<file path="config.mk">
export PLATFORM = sky130hd
export DESIGN_NAME = row_serializer
export DESIGN_NICKNAME = d
export VERILOG_FILES = /design/src/rtl/row_serializer_pkg.sv /design/src/rtl/row_serializer_bank.sv /design/src/rtl/row_serializer.sv
export SDC_FILE = /design/constraint.sdc
export NUM_CORES = 1
export LEC_CHECK = 0
export BUFFER_PORTS_ARGS = -buffer_cell sky130_fd_sc_hd__clkbuf_2
export CORE_MARGIN = 2
export CORE_UTILIZATION = 50
export CTS_CLUSTER_DIAMETER = 60
export DETAILED_ROUTE_END_ITERATION = 16
export PLACE_DENSITY = 0.89
export SETUP_SLACK_MARGIN = 0.4
export SYNTH_ARGS = -nofsm -noshare
export SYNTH_HDL_FRONTEND = slang
export SYNTH_SLANG_ARGS = --single-unit
</file>
<file path="constraint.sdc">
create_clock -name clk -period 1.5 [get_ports clk]
set_input_delay 0 -clock clk [delete_from_list [all_inputs] [get_ports clk]]
set_output_delay 0 -clock clk [all_outputs]
set_load 0.05 [all_outputs]
</file>
<file path="src/rtl/row_serializer_pkg.sv">
// Shared types and constants for the row serializer output stage.
// Optional build macro: ROW_SERIALIZER_DOUBLE_BUFFER_EN (consumed by row_serializer.sv).
package row_serializer_pkg;

    localparam logic [0:0] ST_IDLE = 1'b0;
    localparam logic [0:0] ST_SEND = 1'b1;

    typedef enum logic [0:0] {
        IDLE = ST_IDLE,
        SEND = ST_SEND
    } state_e;

    localparam int DEFAULT_IO_DATA_WIDTH = 16;
    localparam int DEFAULT_NUM_LANES     = 3;
    localparam int DEFAULT_LANE_IDX_W    = $clog2(DEFAULT_NUM_LANES);

    function automatic int lane_idx_w(input int num_lanes);
        return (num_lanes > 1) ? $clog2(num_lanes) : 1;
    endfunction

endpackage

</file>
<file path="src/rtl/row_serializer_bank.sv">
// Bank of NUM_LANES word registers: parallel load from a packed frame, one-word read by lane index.
// Unaffected by ROW_SERIALIZER_DOUBLE_BUFFER_EN; the top instantiates it once or twice.
module serializer_bank
    import row_serializer_pkg::*;
#(
    parameter int IO_DATA_WIDTH = DEFAULT_IO_DATA_WIDTH,
    parameter int NUM_LANES     = DEFAULT_NUM_LANES,
    parameter int IDX_W         = lane_idx_w(NUM_LANES)
) (
    input  logic                               clk,
    input  logic                               rst_n,
    input  logic                               load,
    input  logic [NUM_LANES*IO_DATA_WIDTH-1:0] load_words,
    input  logic [IDX_W-1:0]                   sel,
    output logic [IO_DATA_WIDTH-1:0]           rd_word
);

    logic [IO_DATA_WIDTH-1:0] lane_q [NUM_LANES];

    always_ff @(posedge clk or negedge rst_n) begin
        if (!rst_n) begin
            for (int i = 0; i < NUM_LANES; i++) lane_q[i] <= '0;
        end else if (load) begin
            for (int i = 0; i < NUM_LANES; i++) lane_q[i] <= load_words[i*IO_DATA_WIDTH +: IO_DATA_WIDTH];
        end
    end

    // Explicit compare mux keeps out-of-range sel codes (non power-of-two lane counts) at zero.
    always_comb begin
        rd_word = '0;
        for (int i = 0; i < NUM_LANES; i++) begin
            if (sel == IDX_W'(i)) rd_word = lane_q[i];
        end
    end

endmodule

</file>
<file path="src/rtl/row_serializer.sv">
// Parallel-to-serial output stage: captures NUM_LANES row words per handshake, emits them one per beat.
// Build macro ROW_SERIALIZER_DOUBLE_BUFFER_EN adds a shadow bank for zero-bubble back-to-back frames.
//  state | meaning
//  IDLE  | waiting for a frame, in_ready=1, out_valid=0
//  SEND  | presenting bank[idx] on out until the last lane is accepted
module row_serializer
    import row_serializer_pkg::*;
#(
    parameter int IO_DATA_WIDTH = DEFAULT_IO_DATA_WIDTH,
    parameter int NUM_LANES     = DEFAULT_NUM_LANES
) (
    input  logic                               clk,
    input  logic                               arst_n_in,
    input  logic [NUM_LANES*IO_DATA_WIDTH-1:0] in_words,
    input  logic                               in_valid,
    output logic                               in_ready,
    output logic [IO_DATA_WIDTH-1:0]           out,
    output logic                               out_valid,
    input  logic                               out_ready,
    output logic                               out_last,
    output logic                               busy
);

    localparam int               IDX_W    = lane_idx_w(NUM_LANES);
    localparam logic [IDX_W-1:0] LAST_IDX = IDX_W'(NUM_LANES - 1);

    state_e                   state;
    logic [IDX_W-1:0]         idx;
    logic [IO_DATA_WIDTH-1:0] rd_word;
    logic                     sending;
    logic                     beat;
    logic                     last_lane;
    logic                     capture;
    logic                     keep_sending;

    assign sending   = (state == SEND);
    assign beat      = sending && out_ready;
    assign last_lane = (idx == LAST_IDX);
    assign capture   = in_valid && in_ready;

`ifdef ROW_SERIALIZER_DOUBLE_BUFFER_EN
    // The two banks swap roles on handover instead of copying shadow into active.
    logic                     shadow_full;
    logic                     active_sel;
    logic                     shadow_load;
    logic                     active_load;
    logic                     handover;
    logic [IO_DATA_WIDTH-1:0] rd_word_0;
    logic [IO_DATA_WIDTH-1:0] rd_word_1;

    assign in_ready     = !shadow_full;
    assign handover     = beat && last_lane && shadow_full;
    assign shadow_load  = capture && sending && !(beat && last_lane);
    assign active_load  = capture && !shadow_load;
    assign keep_sending = shadow_full || capture;
    assign rd_word      = active_sel ? rd_word_1 : rd_word_0;

    always_ff @(posedge clk or negedge arst_n_in) begin
        if (!arst_n_in) begin
            shadow_full <= 1'b0;
            active_sel  <= 1'b0;
        end else if (handover) begin
            shadow_full <= 1'b0;
            active_sel  <= ~active_sel;
        end else if (shadow_load) begin
            shadow_full <= 1'b1;
        end
    end

    serializer_bank #(.IO_DATA_WIDTH(IO_DATA_WIDTH), .NUM_LANES(NUM_LANES), .IDX_W(IDX_W)) u_bank_0 (
        .clk        (clk),
        .rst_n      (arst_n_in),
        .load       (active_sel ? shadow_load : active_load),
        .load_words (in_words),
        .sel        (idx),
        .rd_word    (rd_word_0)
    );

    serializer_bank #(.IO_DATA_WIDTH(IO_DATA_WIDTH), .NUM_LANES(NUM_LANES), .IDX_W(IDX_W)) u_bank_1 (
        .clk        (clk),
        .rst_n      (arst_n_in),
        .load       (active_sel ? active_load : shadow_load),
        .load_words (in_words),
        .sel        (idx),
        .rd_word    (rd_word_1)
    );
`else
    assign in_ready     = !sending;
    assign keep_sending = 1'b0;

    serializer_bank #(.IO_DATA_WIDTH(IO_DATA_WIDTH), .NUM_LANES(NUM_LANES), .IDX_W(IDX_W)) u_bank (
        .clk        (clk),
        .rst_n      (arst_n_in),
        .load       (capture),
        .load_words (in_words),
        .sel        (idx),
        .rd_word    (rd_word)
    );
`endif

    always_ff @(posedge clk or negedge arst_n_in) begin
        if (!arst_n_in) begin
            state <= IDLE;
            idx   <= '0;
        end else begin
            case (state)
                IDLE: begin
                    if (capture) begin
                        state <= SEND;
                        idx   <= '0;
                    end
                end
                SEND: begin
                    if (beat) begin
                        if (last_lane) begin
                            idx <= '0;
                            if (!keep_sending) state <= IDLE;
                        end else begin
                            idx <= idx + IDX_W'(1);
                        end
                    end
                end
                default: begin
                    state <= IDLE;
                    idx   <= '0;
                end
            endcase
        end
    end

    assign out_valid = sending;
    assign out       = sending ? rd_word : '0;
    assign out_last  = sending && last_lane;
    assign busy      = sending;

endmodule

</file>
==> impl.org, run 1 <==
** Run status
- The run stopped with a tool error.
- Fail Step :: global routing
- The first error in the log reads "[ERROR DPL-0033] detailed placement checks failed during check placement".

** Die
- For this configuration, the core starts out at a cell density of 52.21%.
- I/O pin count :: 72
- Rows :: 25
- Height of the chip :: 74.69 um
- The die is 74.69 um wide.

** Clock tree
- Library cell used as clock root buffer :: clkbuf_8
- CTS saw 51 sinks.
- Clock tree synthesis inserted a total of 5 buffers.
- Maximum clock path buffer count :: 2
- The H-tree generated during clock tree synthesis spans 2 levels.

** Synthesis
- Average footprint of a synthesized cell :: 13.22 um2
- In this run the cell area of the synthesized design comes to 2499 um2.
- The cell count after synthesis came out at 189.
- FF+latch count, synth :: 51
- Sequential cells were found to cover 51.08% of the synthesized design area.
- Post-synth cell types :: 18
- Yosys warnings :: 0
- The number of nets handed over by synthesis was 241.

** Placed design
- Post-place setup slack :: 50.94 ps
- Including well taps, the total number of placed cells is 318.
- Input and output buffers added on the ports amount to 71.
- Routability-driven placement finished with a final weighted congestion of 0.7366.
- Instance area after placement :: 3168 um2
- After legalization and detailed placement, the total HPWL measured 3656 um.

** Timing
- Category of the worst endpoint :: output port
- Worst endpoint after global-route timing repair :: out[3]

** Global routing
- Pin count of the biggest net entering global routing :: 52
- The initial antenna violation count is 0.
==> through the flow <==
step           hold slack, ps  setup TNS [ps]  utilization (%)
4_1_cts                 17.33           -1610            92.37
2_1_floorplan          -295.6               0                -
3_3_place_gp           -6.917               0            66.20
3_5_place_dp           0.8930               0            66.20
==> cells in the mapped netlist, drive strengths merged <==
master	instances	area share, %
a211oi	32	9.6
and2	1	0.25
clkinv	1	0.15
buf	13	3.6
a32o	1	0.40
nor2	1	0.15
nor2b	19	4.9
a21oi	1	0.20
o21bai	1	0.30
dfrtp	51	51
nand2b	16	4.0
mux2	48	25
a22o	1	0.35
clkbuf	3	0.45
==> logic make-up after synthesis <==
group | synth area share, %
mux | 24.64
simple gates | 9.264
compound gates | 10.87
buf+inv | 4.156
flops | 51.08
==> timing repair <==
action	CTS
pin swaps	5
resized for setup	88
cloned	7
setup buffers	9
endpoints found under the setup margin	71
hold endpoints to repair	68
hold buffers	50
==> run 2, diff against run 1 <==
CORE_UTILIZATION = 35   (was 50)
CTS_CLUSTER_DIAMETER = unset   (was 60)
PLACE_DENSITY = unset   (was 0.89)
PLACE_DENSITY_LB_ADDON = 0.15   (was unset)
SETUP_SLACK_MARGIN = unset   (was 0.4)
==> run 2 against run 1 <==
Against the previous run:
- the flow now finishes, with violations (negative setup slack)
- synthesized area did not move
- synthesized cell count did not move
==> impl.org, run 2 <==
** Clock tree
- Maximum clock path buffer count :: 2 (unchanged)
- TritonCTS Buffers :: 5 (unchanged)
- # clock sinks :: 51 (unchanged)
- In this run the clock root is driven by a clkbuf_8.
- Skew-Pair Late Insertion Delay :: 310 ps
- TritonCTS clock tree :: yes
- Clock input transition at the sequential cells of the worst setup and hold paths :: 90 ps
- Max H-tree Level :: 2 (unchanged)

** Layout
- Post-layout net count :: 374
- Count of filler cells inserted in the layout :: 527
- FF/Latch Area :: 1280 um2
- Antenna cells :: 0
- Register name with the most flops :: u_bank.lane_q
- Most common cell after layout, fill and taps aside :: clkbuf_2
- The library cells used most frequently in the layout, excluding fill and tap cells, are clkbuf_2 (54), dlygate4sd3_1 (51), mux2_4 (48), dfrtp_1 (48), a211oi_2 (16).
- Area growth from synthesis to final layout :: 76.71%
- Measured on the finished design, the core utilization comes to 64.28%.
- The multi-input combinational cells in the finished layout cover a total of 1534 um2.
- Share of cells above drive strength 1 :: 60.68%
- Largest register FFs :: 48
- Cell area after layout :: 4415 um2

** Drt
- Final routed DRC violation total :: 0
- Across all layers, the routed design uses 2,001 vias.
- Violation count after the first detailed-route iteration :: 60
- The final layout contains routed wiring with a total length of 6716 um.
- Detailed-route vias per instance :: 4.776
- Antenna viol nets, final :: 0
- The first detailed-routing pass ran for 4 iterations.
- In the final routed layout, each cell accounts on average for 16.03 um.

** Global routing
- Total routing usage reported by global routing :: 16.81%
- Sum of overflow across all layers after global routing :: 0
- Number of antenna violations at the first check in global routing :: 0
- The via count of the first global-routing pass is 2,066.
- Pin count of the biggest net entering global routing :: 52
- First-pass GRT wire length :: 9998 um

** Synthesis
- Top cell types by occurrence after synthesis :: dfrtp_1 (51), a211oi_1 (32), mux2_2 (28)
- Average footprint of a synthesized cell :: 13.22 um2 (unchanged)
- Post-Synthesis Cells :: 189 (unchanged)
- The proportion of netlist area held by the largest area contributor came to 51.08% (unchanged).
- Synth top area cells :: dfrtp_1 (51%), mux2_2 (13%), mux2_4 (12%)
- Synth area leader :: dfrtp_1
- Most frequent cell after synthesis :: dfrtp_1
- The synthesized net count came to 241 (unchanged).
- Number of synthesized flops with an enable pin :: 0 (unchanged)
- FFs w/ async S/R, synth :: 100.0% (unchanged)
- Fraction of the yosys area taken by sequential cells :: 51.08% (unchanged)
- The count of state elements after synthesis is 51 (unchanged).
- Yosys warnings :: 0 (unchanged)
- Post-synth cell types :: 18 (unchanged)
- Post-synthesis instance area :: 2499 um2 (unchanged)
- In the synthesized netlist the dominant register cell turns out to be dfrtp_1.

** Setup path
- Cell with the biggest individual delay on the critical path :: dfrtp_2
- Required time at the worst-slack endpoint :: 1500 ps
- Worst-path cell chain :: buf_12 -> nand2b_1 -> a211oi_2 -> clkbuf_8
- Crit Path Class :: register to primary output
- Critical Path Fanout Max :: 32
- The worst setup path is captured at a primary output.
- The worst setup path is launched from a register.
- Critical path arrival :: 1600 ps
- Buffering stage count on the worst path with inverters included :: 2
- Top Family by Delay on Critical Path :: flip-flops
- The largest single stage delay on the critical path is 450 ps.

** Timing
- The final-report hold violation count was 0.
- On the final layout, the worst clock skew is 8.968 ps.
- Top achievable clock speed :: 625.7 MHz
- Setup repair after global routing could not meet its margin everywhere.
- Final hold analysis gives a worst-case slack of 205.6 ps.
- Setup violations remaining at the end of the flow were counted as 16.
- Subtracting the final worst setup slack from the clock period gives 1598 ps.
- At the pin with the least slew margin, the transition time is 307.9 ps.
- Final cycle utilization of the critical path :: 106.5%
- Number of pins with negative max-slew slack in the final report :: 0
- Max-slew headroom :: 79.35%
- After layout, the worst setup slack is -98.18 ps.

** Pwr
- Worst-case vdd ir drop :: 2.163 mV
- For this design the static power due to leakage is 1.951 nW.
- Total design power :: 11.09 mW
- Power density over the cells :: 2512 nW/um2

** Die
- The width of the die came to 88.49 um (+18%).
- Starting Density :: 36.38% (-16 points)
- The die span in y is 88.49 um (+18%).
- The count of boundary I/O pins came to 72 (unchanged).
- Core ar. :: 6869 um2
- The floorplan step defined a die boundary enclosing 7830 um2.
- Rows :: 30 (+20%)

** Placed design
- The post-detailed-placement half-perimeter wirelength was 3715 um (+1.6%).
- The port buffer count is 71 (unchanged).
- The placer congestion estimate came to 0.6823 (-7.4%).
- The standard cell area after detailed placement was 3212 um2 (+1.4%).

** Hold path
- The tightest min-delay check is of the input port to asynchronous set/reset pin type.

** Run status
- The flow ran to the end, but the final reports show violations.
- Failing checks :: negative setup slack

** Job
- The tool flagged a number of max-cap violations equal to 0.
==> run 2: cell counts after synthesis <==
No cell type changed its count.
==> run 2: what timing repair did <==
item                                    4_1_cts  5_1_grt
cloned                                        0        5
endpoints found under the setup margin       17       40
buffers inserted                              1        5
gates resized for setup                      56       48
pin swaps                                     1       12
hold endpoints to repair                    100        0
hold buffers                                 51        0
==> run 2: power breakdown <==
part	internal, mW	leakage, nW	switching (mW)
registers	2.07	0.608	0.509
logic	3.76	1.28	3.74
clock network	0.540	0.0612	0.467
total	6.37	1.95	4.72
==> run 2: final timing paths <==
check                                  start                end  slack, ps  depth (start not counted)
setup / recovery                      idx[0]            out[15]       -100                          4
hold / removal                     arst_n_in  u_bank.lane_q[45]        210                          3
setup reg to reg                        busy   u_bank.lane_q[0]         10                          5
hold reg to reg            u_bank.lane_q[33]  u_bank.lane_q[33]        510                          1
max in group asynchronous          arst_n_in  u_bank.lane_q[44]       1030                          3
min in group clk                   out_ready               busy        440                          3
==> run 2: per-stage QoR <==
step | std cells | TNS, ps | setup WS [ps]
final | 419 | -836.9 | -98.18
after global routing | 419 | -2484 | -152.8
after CTS | 409 | -1485 | -126.8
after detailed placement | 349 | 0 | 113.6
after global placement | 349 | 0 | 129.6
after floorplan | 189 | 0 | 0.9802
==> run 2: logic make-up after synthesis <==
group / synth area share [%]
buffers and inverters: 4.156
and+or+nand+nor: 9.264
muxes: 24.64
DFF: 51.08
AOI/OAI and AO/OA: 10.87
==> run 2: final cells by class <==
cell class	count	area share [%]
Multi-Input combinational cell	121	34.74
Timing Repair Buffer	142	30.69
Sequential cell	51	28.99
Tap cell	96	2.720
Clock buffer	6	1.870
Clock inverter	2	0.7934
Inverter	1	0.1984
==> run 2: metal layers <==
| metal | up-vias | global-route usage, % | part of all wire (%) | wire [um] |
|---|---|---|---|---|
| met1 | 1007 | 22.23 | 48 | 3198 |
| met4 | 0 | 5.785 | 1.4 | 91 |
| met2 | 52 | 27.68 | 48 | 3218 |
| li1 | 934 | - | - | - |
| met3 | 8 | 3.265 | 3.1 | 206 |
| met5 | - | 0 | 0 | 0 |
==> run 2: worst min-delay path, cell delays in order <==
cell and delay [ps]:
dlygate4sd3_1 520, clkbuf_2 120, buf_12 260
No activity file was read; power rests on OpenSTA's default activity.
==> run 3, diff against run 2 <==
RECOVER_POWER = 100   (was unset)
==> run 3 against run 2 <==
Against the previous run:
- the run still ends with negative setup slack left
- combinational power hardly changed
- register-to-register slack about the same
- count of clock-buffer cells in the layout unchanged
- critical path depth unchanged
- power barely moved
- core utilization shrank 0.18 points
- first-iteration DRC count rose by 10%
==> impl.org, run 3 (synthesized netlist as in run 2, its figures left out) <==
** Layout
- u_bank.lane_q holds more flip-flops than any other register.
- Leaving out fill and tap cells, the most frequent cell in the layout is clkbuf_2.
- Post-layout net count :: 374 (unchanged)
- The number of fillers in the final layout came to 528 (+0.19%).
- The final non-filler cell area came to 4403 um2 (-0.28%).
- Relative to the synthesized area, the layout overhead comes to 76.21%.
- The flip-flop count of the largest register after layout was 48 (unchanged).
- Share of the core filled with cells in the final layout :: 64.10% (-0.18 points)
- The antenna diode count came to 0 (unchanged).
- In the layout the commonest cells are clkbuf_2 (54), dlygate4sd3_1 (51), mux2_4 (48), dfrtp_1 (48), a211oi_2 (16).
- Share of cells above drive strength 1 :: 60.68% (unchanged)

** Clock tree
- The clock-pin slew reported for the worst setup and hold paths after clock tree synthesis is 90 ps (about the same).
- Skew-Pair Late Insertion Delay :: 310 ps (about the same)
- The tree is rooted in a clkbuf_8.
- TritonCTS clock tree :: yes
- Maximum clock path buffer count :: 2 (unchanged)
- The clock sink count is 51 (unchanged).
- The number of H-tree levels came to 2 (unchanged).
- TritonCTS Buffers :: 5 (unchanged)

** Global routing
- First-pass GRT wire length :: 9998 um (unchanged)
- Pin count of the biggest net entering global routing :: 52 (unchanged)
- Total routing usage reported by global routing :: 16.81% (unchanged)
- The initial antenna violation count is 0 (unchanged).
- Sum of overflow across all layers after global routing :: 0 (unchanged)
- The via count of the first global-routing pass came to 2,066 (unchanged).

** Timing
- Unrepaired setup endpoints after global routing :: yes
- Number of pins with negative max-slew slack in the final report :: 0 (unchanged)
- Max-slew headroom :: 52.71% (-27 points)
- The share of the cycle needed by the critical path after routing came to 106.5% (about the same).
- The worst clock skew is 9.662 ps (+0.6941 ps).
- Fin worst setup slack :: -97.86 ps (+0.3202 ps)
- Top achievable clock speed :: 625.8 MHz (about the same)
- Crit path time final :: 1598 ps (-0.3202 ps)
- The final-report setup violation count is 16 (unchanged).
- Tightest Pin Transition :: 709.4 ps (+401.5 ps)
- Hold violation count in the final report :: 0 (unchanged)

** Pwr
- Worst-case vdd ir drop :: 2.164 mV (about the same)
- Power density over the cells :: 2518 nW/um2 (+0.24%)
- Leakage component of the power :: 1.946 nW (-0.25%)
- The final total power came to 11.08 mW (about the same).

** Setup path
- Cell with the biggest individual delay on the critical path :: dfrtp_2
- By startpoint and endpoint, the worst setup path is classified as register to primary output.
- The register-to-register setup slack came to 10 ps (about the same).
- The critical path data arrival time was 1600 ps (about the same).
- The maximum fanout count along the critical path was 32 (unchanged).
- STA classifies the critical path endpoint as a primary output.
- Required time at the worst-slack endpoint :: 1500 ps (about the same)
- Peak per-stage delay on the critical path :: 450 ps (about the same)
- The critical path goes through buf_12 -> nand2b_1 -> a211oi_2 -> clkbuf_8.
- CP startpoint kind :: register

** Drt
- Detailed-route vias per instance :: 4.740 (-0.75%)
- The remaining routing DRC violations came to 0 (unchanged).
- The total wirelength of the detailed-routed design came to 6679 um (-0.55%).
- Violation count after the first detailed-route iteration :: 66 (+10%)
- The detailed-routing iteration count for the pre-antenna-repair pass is 4 (unchanged).
- The routed length per placed instance came to 15.94 um (-0.55%).
- Antenna viol nets, final :: 0 (unchanged)
- The routed via count is 1,986 (-0.75%).

** Run status
- The run finished, with violations left.
- The checks that failed: negative setup slack.

** Die
- The width of the die came to 88.49 um (unchanged).
- I/O pin count :: 72 (unchanged)
- Rows :: 30 (unchanged)
- Die Outline Area :: 7830 um2 (unchanged)
- Starting Density :: 36.38% (unchanged)
- The die span in y was 88.49 um (unchanged).
- The area of the core is 6869 um2 (unchanged).

** Placed design
- The minimum setup slack after placement came to 113.6 ps (unchanged).
- Post-DP HPWL :: 3715 um (unchanged)
- Instance area after placement :: 3212 um2 (unchanged)
- Number of buffer cells added on primary ports :: 71 (unchanged)
- Final weighted congestion in routability-driven placement :: 0.6823 (unchanged)

** Job
- The total of max-cap violations is 0 (unchanged).

** Hold path
- Type of the worst min-delay path :: input port to asynchronous set/reset pin
## run 3: final timing paths
kind,to,cells past startpoint,from
max,out[15],4,idx[0]
min,u_bank.lane_q[29],3,arst_n_in
max reg2reg,u_bank.lane_q[43],5,busy
min reg2reg,u_bank.lane_q[33],1,u_bank.lane_q[33]
max in group asynchronous,busy,3,arst_n_in
min in group clk,busy,3,out_ready
## run 3: through the flow
stage	setup TNS [ps]	hold slack (ps)	instances
6_report	-828.1	390.0	419
5_1_grt	-2484	439.2	419
4_1_cts	-1485	224.0	409
3_5_place_dp	0	16.91	349
3_3_place_gp	0	23.09	349
2_1_floorplan	0	-295.6	189
## run 3: what timing repair did
action | CTS | global route
resized for setup | 56 | 48
hold buffers | 51 | 0
pin swaps | 1 | 12
endpoints found under the setup margin | 17 | 40
buffers inserted | 1 | 5
cloned | 0 | 5
endpoints found under the hold margin | 100 | 0
## run 3: layout make-up
class	instances	area [um2]	area share, %
tap	96	120.1	2.728
multi-input combinational	121	1534	34.84
clock inverter	2	35.03	0.7957
inverter	1	8.758	0.1989
timing repair buffer	142	1343	30.49
sequential	51	1280	29.07
clock buffer	6	82.58	1.876
## run 3: layer usage
metal  routed length [um]  vias to the layer above  global-route usage (%)
met3                  193                        8                   3.265
met5                    0                        -                       0
met1                 3187                      997                   22.23
met2                 3206                       45                   27.68
met4                   91                        0                   5.785
li1                     -                      936                       -
## run 3: where the power goes
| group | internal (mW) | switching, mW | total (mW) |
|---|---|---|---|
| sequential | 2.07 | 0.508 | 2.58 |
| combinational | 3.75 | 3.74 | 7.49 |
| clock | 0.541 | 0.469 | 1.01 |
## run 3: worst max-delay path: cells and delay by family, from the launching register on
family | cells | cell delay [ps]
buffers and inverters | 2 | 410
and+or+nand+nor | 1 | 160
DFF | 1 | 450
AOI/OAI and AO/OA | 1 | 270
==> run 4, diff against run 3 <==
SKIP_CTS_REPAIR_TIMING = 1   (was unset)
==> run 4 against run 3 <==
Against the previous run:
- the run ends with negative hold slack, negative setup slack left
- count of clock-buffer cells in the layout unchanged
- first-iteration DRC count shrank 6.1%
- critical path depth is the same
- wire length decreased by 11%
- non-clock buffer count shrank 10
- die area unchanged
- core utilization fell by 3.6 points
- sequential share of layout area rose by 1.7 points
- final area shrank 5.6%
- sequential power about the same
- global-route usage is 2.0 points lower
- power down 5.3%
- highest routed layer unchanged
==> impl.org, run 4 (synthesized netlist as in run 2, its figures left out) <==
** Run status
- The run finished, with violations left.
- Failing checks :: negative hold slack, negative setup slack

** Setup path
- CP startpoint kind :: register
- The register-to-register setup slack was 0 ps (about the same).
- Critical Path Fanout Max :: 32 (unchanged)
- Worst-path cell chain :: buf_12 -> nand2b_1 -> a211oi_2 -> buf_6
- The data required time of the worst path came to 1500 ps (about the same).
- Top Family by Delay on Critical Path :: flip-flops
- R2r worst-path depth :: 4 (-1)
- Peak per-stage delay on the critical path :: 450 ps (about the same)
- Number of gates on the worst path with buffers counted :: 4 (unchanged)
- Buffering stage count on the worst path with inverters included :: 2 (unchanged)
- Critical path arrival :: 1580 ps (-20 ps)
- Worst r2r dst :: u_bank.lane_q[20]
- The startpoint identified for the worst register-to-register timing path is busy.
- Crit Path Class :: register to primary output
- The critical path starts at idx[0].
- STA classifies the critical path endpoint as a primary output.
- Last element of the critical path :: out[15]
- The slowest stage of the critical path is the dfrtp_2 cell.

** Layout
- Most common cell after layout, fill and taps aside :: clkbuf_2
- In the layout the commonest cells are clkbuf_2 (52), dlygate4sd3_1 (50), dfrtp_1 (48), mux2_4 (33), a211oi_2 (18).
- The final-stage net count was 364 (-2.7%).
- Share of the core filled with cells in the final layout :: 60.53% (-3.6 points)
- From synthesis to final layout, the design area changed by 66.40%.
- The flip-flop count of the largest register after layout is 48 (unchanged).
- Antenna cells :: 0 (unchanged)
- Final std cells w/o fill :: 409 (-2.4%)
- Share of cells above drive strength 1 :: 60.70% (about the same)
- Register name with the most flops :: u_bank.lane_q

** Clock tree
- The clock insertion delay at the later pin of the skew report came to 310 ps (about the same).
- The clock sink count is 51 (unchanged).
- TritonCTS built the clock tree.
- Library cell used as clock root buffer :: clkbuf_8
- Maximum clock path buffer count :: 2 (unchanged)
- Max H-tree Level :: 2 (unchanged)
- Clock input transition at the sequential cells of the worst setup and hold paths :: 90 ps (about the same)
- The number of buffers created by CTS came to 5 (unchanged).

** Drt
- Antenna viol nets, final :: 0 (unchanged)
- Count of TritonRoute iterations in the first routing pass :: 4 (unchanged)
- Vias post-DR :: 1,935 (-2.6%)
- The total wirelength of the detailed-routed design came to 5933 um (-11%).
- Detailed-route vias per instance :: 4.731 (-0.19%)
- The remaining routing DRC violations came to 0 (unchanged).
- Wire length per cell after detailed routing :: 14.51 um (-9.0%)
- Violation count after the first detailed-route iteration :: 62 (-6.1%)

** Die
- Die Outline Area :: 7830 um2 (unchanged)
- The area of the core came to 6869 um2 (unchanged).
- Rows :: 30 (unchanged)
- Height of the chip :: 88.49 um (unchanged)
- The initial standard-cell utilization of the core was 36.38% (unchanged).
- I/O pin count :: 72 (unchanged)
- Die X :: 88.49 um (unchanged)

** Global routing
- Sum of overflow across all layers after global routing :: 0 (unchanged)
- The wire length of the first global-routing pass was 8721 um (-13%).
- Total routing usage reported by global routing :: 14.81% (-2.0 points)
- The via count of the first global-routing pass was 1,816 (-12%).
- Number of antenna violations at the first check in global routing :: 0 (unchanged)
- Pin count of the biggest net entering global routing :: 52 (unchanged)

** Hold path
- The worst hold path belongs to the class input port to register.

** Job
- Max Cap Viol :: 0 (unchanged)

** Pwr
- Worst-case vdd ir drop :: 2.533 mV (+17%)
- The leakage power of the design is 1.817 nW (-6.6%).
- The final total power is 10.50 mW (-5.3%).
- The total power per unit cell area came to 2525 nW/um2 (+0.31%).

** Placed design
- Final weighted congestion in routability-driven placement :: 0.6823 (unchanged)
- The port buffer count was 71 (unchanged).
- The minimum setup slack after placement came to 113.6 ps (unchanged).
- Cells after DPL :: 349 (unchanged)
- Post-DP HPWL :: 3715 um (unchanged)

** Timing
- Setup TNS after final layout :: -707.7 ps (+120.4 ps)
- Tightest Pin Transition :: 698.4 ps (-11.01 ps)
- Unrepaired setup endpoints after global routing :: yes
- Crit path time final :: 1583 ps (-14.77 ps)
- The final-report setup violation count came to 16 (unchanged).
- The fmax came to 631.7 MHz (+0.93%).
- The final setup slack of the worst path came to -83.09 ps (+14.77 ps).
- Final cycle utilization of the critical path :: 105.5% (-0.98 points)
- Hold violation count in the final report :: 1 (+1)
- Hold_ws :: -17.39 ps (-407.4 ps)
- Max-slew headroom :: 53.44% (+0.73 points)
- Setup skew after layout :: 7.342 ps (-2.320 ps)
- The count of pins over their slew limit came to 0 (unchanged).
[run 4: cell types whose count changed in the layout (fill, tap and decap cells not counted), moves of 2 or more]
cell       previous run  this run
nor2b_4               3         6
mux2_4               48        33
buf_8                 9         0
mux2_2                0        15
clkbuf_1              0         2
clkbuf_2             54        52
buf_6                 4        16
a211oi_2             16        18
clkbuf_8             13         6
nor2b_1               9         6
clkbuf_16             4         0
[run 4: worst min-delay path: stages]
cell	delay, ps
clkbuf_2	100
nor2_1	50
a21oi_1	100
[run 4: how the worst min path moves through the flow]
stage | startpoint | end | slack [ps] | cells after the start
final | in_valid | busy | -20 | 3
after global routing | in_valid | busy | 10 | 3
after CTS | arst_n_in | u_bank.lane_q[20] | -320 | 2
after detailed placement | arst_n_in | u_bank.lane_q[45] | 20 | 2
after global placement | arst_n_in | u_bank.lane_q[45] | 20 | 2
after floorplan | arst_n_in | busy | -300 | 0
[run 4: metal layers]
layer / routed length (um) / global-route usage, % / vias to the layer above
met1: 2756 / 20.64 / 963
met3: 195 / 3.545 / 8
met5: 0 / 0 / -
li1: - / - / 916
met4: 91 / 5.785 / 0
met2: 2889 / 22.35 / 48
[run 4: cell type report]
| cell class | instances | area, um2 |
|---|---|---|
| clock inverter | 2 | 35.03 |
| multi-input combinational | 121 | 1505 |
| sequential | 51 | 1280 |
| timing repair buffer | 132 | 1126 |
| tap | 96 | 120.1 |
| fill | 555 | 2711 |
| inverter | 1 | 8.758 |
| clock buffer | 6 | 82.58 |
[run 4: report_power, final]
group | switching [mW] | internal [mW] | leakage (nW)
Sequential | 0.490 | 2.07 | 0.608
Combinational | 3.62 | 3.32 | 1.15
Clock | 0.461 | 0.540 | 0.0612
Total | 4.57 | 5.93 | 1.82
[run 4: stage by stage]
| step | area, um2 | hold slack [ps] |
|---|---|---|
| 2_1_floorplan | 2671 | -295.6 |
| 5_1_grt | 4158 | 10.75 |
| 4_1_cts | 3329 | -317.3 |
| 3_3_place_gp | 3212 | 23.09 |
| 3_5_place_dp | 3212 | 16.91 |
| 6_report | 4158 | -17.39 |
